**config.mk**
```make
export PLATFORM = sky130hd
export DESIGN_NAME = clk_step_ctrl
export DESIGN_NICKNAME = d
export VERILOG_FILES = /design/src/rtl/clk_step_ctrl.sv
export SDC_FILE = /design/constraint.sdc
export NUM_CORES = 1
export LEC_CHECK = 0
export BUFFER_PORTS_ARGS = -buffer_cell sky130_fd_sc_hd__buf_4
export CAP_MARGIN = 20
export CORE_ASPECT_RATIO = 1.1
export CORE_MARGIN = 1.5
export CORE_UTILIZATION = 40
export CTS_BUF_LIST = sky130_fd_sc_hd__clkbuf_4 sky130_fd_sc_hd__clkbuf_8
export DETAILED_ROUTE_END_ITERATION = 6
export PLACE_DENSITY = 0.7
export SLEW_MARGIN = 20
export SYNTH_ARGS = -nofsm -noshare
export SYNTH_HDL_FRONTEND = slang
export SYNTH_SLANG_ARGS = --single-unit
export TNS_END_PERCENT = 10
```
**constraint.sdc**
```tcl
create_clock -name clk -period 1.8 [get_ports clk]
set_input_delay 0.36 -clock clk [delete_from_list [all_inputs] [get_ports clk]]
set_output_delay 0.36 -clock clk [all_outputs]
set_load 0.01 [all_outputs]
```
**src/rtl/clk_step_ctrl.sv**
```systemverilog
// Run/single-step controller for the processor clock divider: debounced STEP/RUN
// buttons drive the divider enable, and every stop lands just after a falling edge of the divided clock.
module clk_step_ctrl #(
  parameter int DEBOUNCE_CYCLES = 1000000,
  parameter int COUNT_W         = 16
) (
  input  logic               clk,
  input  logic               rst,
  input  logic               btn_step,
  input  logic               btn_run,
  input  logic               halt,
  input  logic               clk_div_in,
  output logic               en,
  output logic               running,
  output logic               busy,
  output logic [COUNT_W-1:0] cycle_count
);

  localparam int DB_W = (DEBOUNCE_CYCLES > 1) ? $clog2(DEBOUNCE_CYCLES) : 1;
  localparam logic [DB_W-1:0] DB_LAST = DB_W'(DEBOUNCE_CYCLES - 1);

  typedef enum logic [2:0] {
    S_HALT,
    S_STEP_RISE,
    S_STEP_FALL,
    S_RUN,
    S_DRAIN
  } state_e;

  // Button bit 0 is STEP, bit 1 is RUN.
  logic [1:0]           sync1_q, sync1_d;
  logic [1:0]           sync2_q, sync2_d;
  logic [1:0]           level_q, level_d;
  logic [1:0]           prev_q, prev_d;
  logic [1:0]           pulse_q, pulse_d;
  logic [1:0][DB_W-1:0] db_cnt_q, db_cnt_d;

  logic                 div_q, div_d;
  logic                 div_rise, div_fall;

  state_e               state_q, state_d;
  logic                 en_q, en_d;
  logic [COUNT_W-1:0]   count_q, count_d;

  logic                 step_pulse, run_pulse;

  assign step_pulse = pulse_q[0];
  assign run_pulse  = pulse_q[1];
  assign div_rise   = clk_div_in & ~div_q;
  assign div_fall   = ~clk_div_in & div_q;

  // NOTE: every variable gets a default at the top of the block so no path leaves it unassigned (no latch).
  always_comb begin
    sync1_d  = {btn_run, btn_step};
    sync2_d  = sync1_q;
    level_d  = level_q;
    db_cnt_d = '0;
    for (int b = 0; b < 2; b++) begin
      // Counter only advances while the synchronised level disagrees with the accepted one.
      if (sync2_q[b] != level_q[b]) begin
        if (db_cnt_q[b] == DB_LAST) begin
          level_d[b] = sync2_q[b];
        end else begin
          db_cnt_d[b] = db_cnt_q[b] + DB_W'(1);
        end
      end
    end
    prev_d  = level_q;
    pulse_d = level_q & ~prev_q;
  end

  always_comb begin
    state_d = state_q;
    case (state_q)
      S_HALT: begin
        if (run_pulse) begin
          state_d = S_RUN;
        end else if (step_pulse) begin
          state_d = S_STEP_RISE;
        end
      end
      S_STEP_RISE: if (div_rise) state_d = S_STEP_FALL;
      S_STEP_FALL: if (div_fall) state_d = S_HALT;
      S_RUN:       if (run_pulse || halt) state_d = S_DRAIN;
      S_DRAIN:     if (div_fall) state_d = S_HALT;
      default:     state_d = S_HALT;
    endcase

    // Enable is decoded from the next state so it drops on the same edge that sees the fall.
    en_d  = (state_d != S_HALT);
    div_d = clk_div_in;

    count_d = count_q;
    if (div_rise && (state_q != S_HALT)) begin
      count_d = count_q + COUNT_W'(1);
    end
  end

  // NOTE: sequential state uses non-blocking assignments so all flops sample pre-edge values.
  always_ff @(posedge clk) begin
    if (rst) begin
      sync1_q  <= '0;
      sync2_q  <= '0;
      level_q  <= '0;
      prev_q   <= '0;
      pulse_q  <= '0;
      db_cnt_q <= '0;
      div_q    <= 1'b0;
      state_q  <= S_HALT;
      en_q     <= 1'b0;
      count_q  <= '0;
    end else begin
      sync1_q  <= sync1_d;
      sync2_q  <= sync2_d;
      level_q  <= level_d;
      prev_q   <= prev_d;
      pulse_q  <= pulse_d;
      db_cnt_q <= db_cnt_d;
      div_q    <= div_d;
      state_q  <= state_d;
      en_q     <= en_d;
      count_q  <= count_d;
    end
  end

  assign en          = en_q;
  assign running     = (state_q == S_RUN);
  assign busy        = (state_q != S_HALT);
  assign cycle_count = count_q;

endmodule
```
==> results.yml, run 1 <==
synthesis:
  synthSimpleGateAreaFrac: 0.294
  synth_top_area_frac: 0.456
  synth_edf_count: 0
  yosys_most_used_dff: "dfxtp_1"
  synth_fp_nets: 365
  synth.yosys.warnings: 0
  synth_fa_ha_area_frac: 0.0121
  yosysSeqAreaShare: 0.456
  synth.distinct_cells: 45
  synthArstFlopShare: 0
  netlist_instances: 356
  synth_compound_area_frac: 0.0808
  synth.area.top_cells: "dfxtp_1 46%, xnor2_1 8.4%, nor2_1 7.0%"
  synth_xor_area_frac: 0.110
  syn_area_um2: 3110
  synth_area_per_cell_um2: 8.75
  synthMuxAreaShare: 0.0141
  synth_seq_cells: 71
  synth_top_family_by_area: "simple AND/OR/NAND/NOR gates"
  yosysTopAreaCell: "dfxtp_1"
pwr:
  p_clk_frac: 0.468
  intPower_mw: 2.43
  power.total_mw: 3.07
  switching_share: 0.207
  p_sw_uw: 634
  seq_power_share: 0.515
  power_frac_comb: 0.017
  cellPowerDensity_nw_per_um2: 780
  max-vdd-ir-drop_uv: 527
  leakage_nw: 1.37
clocking:
  cts_setup_buffers: 0
  cts_buffers: 9
  cts.path.max_buffers: 2
  clock-root-buffer: "clkbuf_8"
  cts_tree: "yes"
  cts_resized: 2
  clk_pin_slew_worst_paths_ns: 0.08
  clkLatencyLatePin_ns: 0.34
  cts.htree.levels: 3
  cts.sinks: 71
  cts-hold-fix-buffers: 0
global_routing:
  grt_first_pass_wirelength_um: 10500
  antenna_found_initial: 0
  overflow: 0
  grt_max_degree: 34
  first_global_vias: 2478
  gr-usage-all-layers: 0.159
critical_path:
  critPathLaunchType: "flop"
  worstPathRequired_ns: 2.07
  cp_data_arrival_time_ns: 1.98
  endpoint_kind: "flop"
  crit_fanout: 8
  path_class: "reg2reg"
sta:
  finalCriticalPeriod_ns: 1.71
  fmax_ghz: 0.586
  finalHoldViolCount: 0
  setup-tns-final_ns: 0
  hold_slack_ns: 0.227
  worst_slack_ns: 0.0932
  fin_skew_ns: 0.00885
  fin_crit_sh: 0.948
  slew_violations: 0
  worst_slew_pin_slew_ns: 0.383
  relSlewSlack: 0.743
  setup_viol_count_final: 0
  rsz0062_at_grt: "true"
die:
  dieArea_um2: 8320
  die_y_um: 95.5
  chipWidth_um: 87.1
  std_cell_rows: 33
  start_util: 0.414
  coreArea_um2: 7510
  pin_count: 25
placement:
  place_ws_ns: -0.0336
  routabilityCongestion: 0.807
  dp.cells: 510
  dpl.hpwl_um: 4320
  io_buffers: 24
status:
  status: "completed"
detailed_routing:
  ant_nets: 0
  dr.pass1.iters: 4
  vias: 2647
  drt_iter0_drc: 92
  drc: 0
  avgRoutedWirePerCell_um: 11.6
  vias_per_cell: 5.03
  routed_wl_um: 6110
flow_run:
  max_cap_viol_count: 0
cells_and_area:
  diodes: 0
  drive_above_1_share: 0.238
  fillCellCount: 698
  nNetsFinal: 425
  area_delta_synth_final_pct: 26.2
  regArea_um2: 1430
  final_common_cell: "dfxtp_1"
  final_cell_mix: "63 x dfxtp_1, 60 x buf_4, 58 x nor2_1, 30 x xnor2_1, 18 x nand2_1"
  fin_cells: 526
  multi_input_area_um2: 1630
worst_hold_path:
  hold_path_class: "in2reg"
## per-stage QoR
stage | area (um2) | utilization
floorplan | 3130 | -
global placement | 3660 | 0.487
detailed placement | 3660 | 0.487
CTS | 3900 | 0.519
global route | 3930 | 0.523
finish | 3930 | 0.523
## power by group through the flow
stage / Combinational, mW / Sequential [mW] / Clock, mW
3_5_place_dp: 0.0537 / 1.62 / 0
4_1_cts: 0.0537 / 1.58 / 1.47
6_report: 0.0532 / 1.58 / 1.43
2_1_floorplan: 0.0282 / 1.62 / 0
3_3_place_gp: 0.0526 / 1.62 / 0
5_1_grt: 0.0596 / 1.58 / 1.54
## cell type report
cell class                 count  area share
clock buffer                  11      0.0369
sequential                    71       0.364
tap                          105      0.0334
clock inverter                 5      0.0207
timing repair buffer          60       0.115
multi-input combinational    259       0.416
inverter                      15      0.0143
## per-layer routing
metal / share of wire / track usage / vias to the layer above
li1: - / - / 1364
met3: 0.031 / 0.0416 / 7
met2: 0.48 / 0.276 / 39
met1: 0.48 / 0.189 / 1237
met5: 0 / 0 / -
met4: 0.0090 / 0.0542 / 0
## registers in the layout, indices dropped and copies added (netlist names)
name and flops:
sync2_q 2, div_q 1, prev_q 2, en 1, cycle_count 16, sync1_q 2
state_q 3, pulse_q 2, db_cnt_q 40, level_q 2
## cells by family after synthesis
family | Yosys count
adders and majority gates | 3
and+or+nand+nor | 171
muxes | 4
buffers and inverters | 26
xor gates and xnor gates | 39
DFF | 71
AOI/OAI and AO/OA | 42
## worst paths after layout
kind                                 from                      end  slack, ns  cells after the start
setup / recovery  db_cnt_q[11]$_SDFF_PP0_  db_cnt_q[18]$_SDFF_PP0_       0.09                      4
hold / removal                    btn_run    sync1_q[1]$_SDFF_PP0_       0.23                      2
setup reg to reg  db_cnt_q[11]$_SDFF_PP0_  db_cnt_q[18]$_SDFF_PP0_       0.09                      4
hold reg to reg      prev_q[0]$_SDFF_PP0_    pulse_q[0]$_SDFF_PP0_       0.38                      1
## worst max-delay path, stage by stage (launching register included)
cell,delay [ns]
dfxtp_1,0.38
nand4_2,0.12
or4_4,0.58
or4_1,0.42
a21oi_1,0.15
## cells in the mapped netlist, drive strengths merged, types with 5 or more instances
library cell and n:
xnor2 30, or4 7, xor2 9, buf 5
nand2b 5, or3 7, dfxtp 71, o31ai 5
a21oi 16, nand3 16, nor4 12, nand2 19
nor2 58, nor3 9, clkbuf 6, nor2b 8
inv 15, nand4 13, o21ai 13
No activity file was read; power rests on OpenSTA's default activity.
==> run 2, diff against run 1 <==
--- a/config.mk
+++ b/config.mk
@@ -12,7 +12,7 @@
 export CORE_UTILIZATION = 40
 export CTS_BUF_LIST = sky130_fd_sc_hd__clkbuf_4 sky130_fd_sc_hd__clkbuf_8
 export DETAILED_ROUTE_END_ITERATION = 6
-export PLACE_DENSITY = 0.7
+export PLACE_DENSITY = 0.68
 export SLEW_MARGIN = 20
 export SYNTH_ARGS = -nofsm -noshare
 export SYNTH_HDL_FRONTEND = slang
==> constraint.sdc (replaced) <==
create_clock -name clk -period 2 [get_ports clk]
set_input_delay 0.4 -clock clk [delete_from_list [all_inputs] [get_ports clk]]
set_output_delay 0.4 -clock clk [all_outputs]
set_load 0.01 [all_outputs]
==> run 2 against run 1 <==
Compared with the run above: power shrank 5.5%; setup slack better by 0.028 ns; global-route usage is 0.87 points lower; core utilization shrank 2.3 points; die area unchanged; routed wire length decreased by 4.4%.
==> results.yml, run 2 (synthesized netlist as in run 1, its figures left out) <==
detailed_routing:
  dr.pass1.iters: 4
  ant_nets: 0
  routed_wl_um: 5840
  vias: 2567
  drc: 0
  drt_iter0_drc: 95
  avgRoutedWirePerCell_um: 11.6
  vias_per_cell: 5.09
sta:
  setup-tns-final_ns: 0
  hold_slack_ns: 0.272
  finalHoldViolCount: 0
  finalCriticalPeriod_ns: 1.88
  fmax_ghz: 0.532
  rsz0062_at_grt: "false"
  relSlewSlack: 0.719
  slew_violations: 0
  worst_slew_pin_slew_ns: 0.420
  fin_skew_ns: 0.0105
  fin_crit_sh: 0.940
  setup_viol_count_final: 0
  worst_slack_ns: 0.121
cells_and_area:
  final_common_cell: "dfxtp_1"
  top_register: "db_cnt_q"
  final_cell_mix: "71 x dfxtp_1, 58 x nor2_1, 37 x buf_4, 30 x xnor2_1, 19 x nand2_1"
  area_delta_synth_final_pct: 20.7
  diodes: 0
  regArea_um2: 1420
  multi_input_area_um2: 1600
  largest_register_ffs: 40
  fin_util: 0.500
  drive_above_1_share: 0.163
  nNetsFinal: 403
  fillCellCount: 719
global_routing:
  grt_max_degree: 34
  antenna_found_initial: 0
  first_global_vias: 2339
  grt_first_pass_wirelength_um: 9910
  overflow: 0
  gr-usage-all-layers: 0.150
critical_path:
  critPathLaunchType: "flop"
  endpoint_kind: "flop"
  crit_chain: "nand4_2 > or4_1 > or4_1 > a21oi_1"
  rrSetupSlack_ns: 0.12
  r2r_start: "db_cnt_q[8]$_SDFF_PP0_"
  r2r_cells: 4
  cp_data_arrival_time_ns: 2.15
  crit_top_cell: "or4_1"
  worstPathRequired_ns: 2.27
  startpoint: "db_cnt_q[8]$_SDFF_PP0_"
  crit_buf_inv: 0
  reg2reg_to: "db_cnt_q[18]$_SDFF_PP0_"
  cpLargestDelayFamily: "simple AND/OR/NAND/NOR gates"
  critPathSlowestCell: "or4_1"
  cpPeakStageDelay_ns: 0.64
  path_class: "reg2reg"
  crit_fanout: 8
placement:
  dpl.hpwl_um: 4050
  routabilityCongestion: 0.772
  io_buffers: 24
  place_ws_ns: 0.103
worst_hold_path:
  min_from: "btn_run"
  min_delay_path_depth: 2
  hold_path_class: "in2reg"
  hold-path-endpoint: "sync1_q[1]$_SDFF_PP0_"
die:
  chipWidth_um: 87.1
  std_cell_rows: 33
  start_util: 0.414
  coreArea_um2: 7510
  pin_count: 25
  die_y_um: 95.5
  dieArea_um2: 8320
clocking:
  cts_tree: "yes"
  cts.htree.levels: 3
  cts.path.max_buffers: 2
  cts_setup_buffers: 0
  clock-root-buffer: "clkbuf_8"
  clk_pin_slew_worst_paths_ns: 0.07
  cts-hold-fix-buffers: 0
  cts_buffers: 9
  cts_resized: 0
  clkLatencyLatePin_ns: 0.34
  cts.sinks: 71
status:
  status: "completed"
pwr:
  max-vdd-ir-drop_uv: 390
  cellPowerDensity_nw_per_um2: 771
  leakage_nw: 1.25
flow_run:
  max_cap_viol_count: 0
-- run 2: cell count changes in the layout (fill, tap and decap cells not counted), sizes merged --
| cell | change |
|---|---|
| buf | -22 |
| bufinv | +1 |
| clkinvlp | -1 |
-- run 2: per-stage QoR --
step,power (mW),cell area [um2],std cells
detailed placement,1.50,3500,488
finish,2.90,3760,504
CTS,2.93,3750,504
floorplan,1.48,3110,356
global placement,1.50,3500,488
global route,2.99,3760,504
-- run 2: worst max-delay path by stage --
stage	to	slack [ns]	depth (start not counted)
final	db_cnt_q[18]$_SDFF_PP0_	0.12	4
after floorplan	cycle_count[15]$_SDFFE_PP0P_	0.11	5
after global placement	cycle_count[15]$_SDFFE_PP0P_	0.14	5
after CTS	cycle_count[15]$_SDFFE_PP0P_	0.10	4
after detailed placement	cycle_count[15]$_SDFFE_PP0P_	0.10	4
after global routing	db_cnt_q[17]$_SDFF_PP0_	0.03	4
-- run 2: power by group --
group          switching (mW)  internal (mW)
logic                  0.0257         0.0187
registers             0.00345           1.42
clock network           0.533          0.897
-- run 2: layer usage --
| metal | vias to the layer above | global-route usage | part of all wire |
|---|---|---|---|
| met5 | - | 0 | 0 |
| met1 | 1195 | 0.179 | 0.47 |
| met4 | 0 | 0.0794 | 0.015 |
| met2 | 44 | 0.245 | 0.47 |
| li1 | 1320 | - | - |
| met3 | 8 | 0.0407 | 0.036 |
-- run 2: cell type report --
cell class / count / share of cell area
clock buffers: 11 / 0.0403
well taps: 105 / 0.0350
flip-flops and latches: 71 / 0.378
inverters: 15 / 0.0150
clock inverters: 5 / 0.0276
multi-input cells: 259 / 0.425
repair buffers: 38 / 0.0792
==> run 3, diff against run 2 <==
--- a/config.mk
+++ b/config.mk
@@ -12,6 +12,7 @@
 export CORE_UTILIZATION = 40
 export CTS_BUF_LIST = sky130_fd_sc_hd__clkbuf_4 sky130_fd_sc_hd__clkbuf_8
 export DETAILED_ROUTE_END_ITERATION = 6
+export MAX_ROUTING_LAYER = met4
 export PLACE_DENSITY = 0.68
 export SLEW_MARGIN = 20
 export SYNTH_ARGS = -nofsm -noshare
==> run 3 against run 2 <==
Compared with the run above: global-route usage grew 0.43 points; combinational power is essentially flat; maximum frequency is essentially flat; die area is the same; final cell count is the same; power grew 0.17%; critical path type unchanged; highest routed layer unchanged.
==> results.yml, run 3 (synthesized netlist as in run 1, its figures left out) <==
die:
  start_util: 0.414
  std_cell_rows: 33
  dieArea_um2: 8320
  coreArea_um2: 7510
  chipWidth_um: 87.1
  pin_count: 25
  die_y_um: 95.5
detailed_routing:
  dr.pass1.iters: 4
  drt_iter0_drc: 100
  drc: 0
  routed_wl_um: 5840
  vias: 2571
  ant_nets: 0
  avgRoutedWirePerCell_um: 11.6
  vias_per_cell: 5.10
global_routing:
  grt_first_pass_wirelength_um: 9900
  overflow: 0
  grt_max_degree: 34
  first_global_vias: 2347
  gr-usage-all-layers: 0.154
  antenna_found_initial: 0
flow_run:
  max_cap_viol_count: 0
sta:
  rsz0062_at_grt: "false"
  fin_crit_sh: 0.939
  relSlewSlack: 0.719
  fin_skew_ns: 0.0110
  finalHoldViolCount: 0
  setup_viol_count_final: 0
  hold_slack_ns: 0.266
  setup-tns-final_ns: 0
  slew_violations: 0
  fmax_ghz: 0.532
  worst_slew_pin_slew_ns: 0.420
  finalCriticalPeriod_ns: 1.88
clocking:
  cts_buffers: 9
  cts.htree.levels: 3
  clkLatencyLatePin_ns: 0.35
  cts.path.max_buffers: 2
  cts_tree: "yes"
  cts_setup_buffers: 0
  cts_resized: 0
  clk_pin_slew_worst_paths_ns: 0.07
  cts-hold-fix-buffers: 0
  clock-root-buffer: "clkbuf_8"
  cts.sinks: 71
pwr:
  cellPowerDensity_nw_per_um2: 772
  leakage_nw: 1.25
  max-vdd-ir-drop_uv: 399
critical_path:
  path_class: "reg2reg"
  cpPeakStageDelay_ns: 0.64
  cp_data_arrival_time_ns: 2.15
  crit_chain: "nand4_2 > or4_1 > or4_1 > a21oi_1"
  crit_fanout: 8
  critPathLaunchType: "flop"
  critPathSlowestCell: "or4_1"
  endpoint_kind: "flop"
  crit_top_cell: "or4_1"
  worstPathRequired_ns: 2.28
cells_and_area:
  nNetsFinal: 403
  drive_above_1_share: 0.163
  fin_cells: 504
  largest_register_ffs: 40
  final_common_cell: "dfxtp_1"
  final_cell_mix: "71 x dfxtp_1, 58 x nor2_1, 37 x buf_4, 30 x xnor2_1, 19 x nand2_1"
  area_delta_synth_final_pct: 20.7
  top_register: "db_cnt_q"
  diodes: 0
placement:
  dp.cells: 488
  io_buffers: 24
  routabilityCongestion: 0.782
  dpl.hpwl_um: 4050
status:
  status: "completed"
worst_hold_path:
  hold_path_class: "in2reg"
## run 3: cell counts in the layout (fill, tap and decap cells not counted)
No cell type changed its count.
## run 3: through the flow
stage	utilization	total power, mW	instance area (um2)	setup slack [ns]
final	0.500	2.90	3760	0.121
after global routing	0.500	2.99	3760	0.0277
after CTS	0.499	2.93	3750	0.102
after detailed placement	0.465	1.50	3500	0.103
after global placement	0.465	1.50	3500	0.139
after floorplan	-	1.48	3110	0.109
## run 3: final timing paths
kind | from | slack, ns | cells after the start | endpoint
max | db_cnt_q[8]$_SDFF_PP0_ | 0.12 | 4 | db_cnt_q[18]$_SDFF_PP0_
min | btn_run | 0.27 | 2 | sync1_q[1]$_SDFF_PP0_
max reg2reg | db_cnt_q[8]$_SDFF_PP0_ | 0.12 | 4 | db_cnt_q[18]$_SDFF_PP0_
min reg2reg | prev_q[1]$_SDFF_PP0_ | 0.38 | 1 | pulse_q[1]$_SDFF_PP0_
## run 3: layout make-up
class	count	area, um2
Clock buffer	11	151
Clock inverter	5	104
Fill cell	719	3760
Inverter	15	56.3
Multi-Input combinational cell	259	1600
Sequential cell	71	1420
Tap cell	105	131
Timing Repair Buffer	38	298
## run 3: power by group
part           leakage, nW  internal (mW)  switching, mW
clock                0.130          0.897          0.538
sequential           0.573           1.42        0.00342
combinational        0.551         0.0187         0.0257
total                 1.25           2.33          0.567
## run 3: worst max-delay path, delay by kind of cell (launching register included)
family | cells | cell delay (ns)
and+or+nand+nor | 3 | 1.25
DFF | 1 | 0.42
AOI/OAI and AO/OA | 1 | 0.15
## run 3: metal layers
metal	GRT usage	wire [um]	vias up	part of all wire
met4	0.0794	115	0	0.020
met3	0.0407	226	12	0.039
met1	0.179	2750	1192	0.47
met5	-	0	-	0
met2	0.245	2750	47	0.47
li1	-	-	1320	-
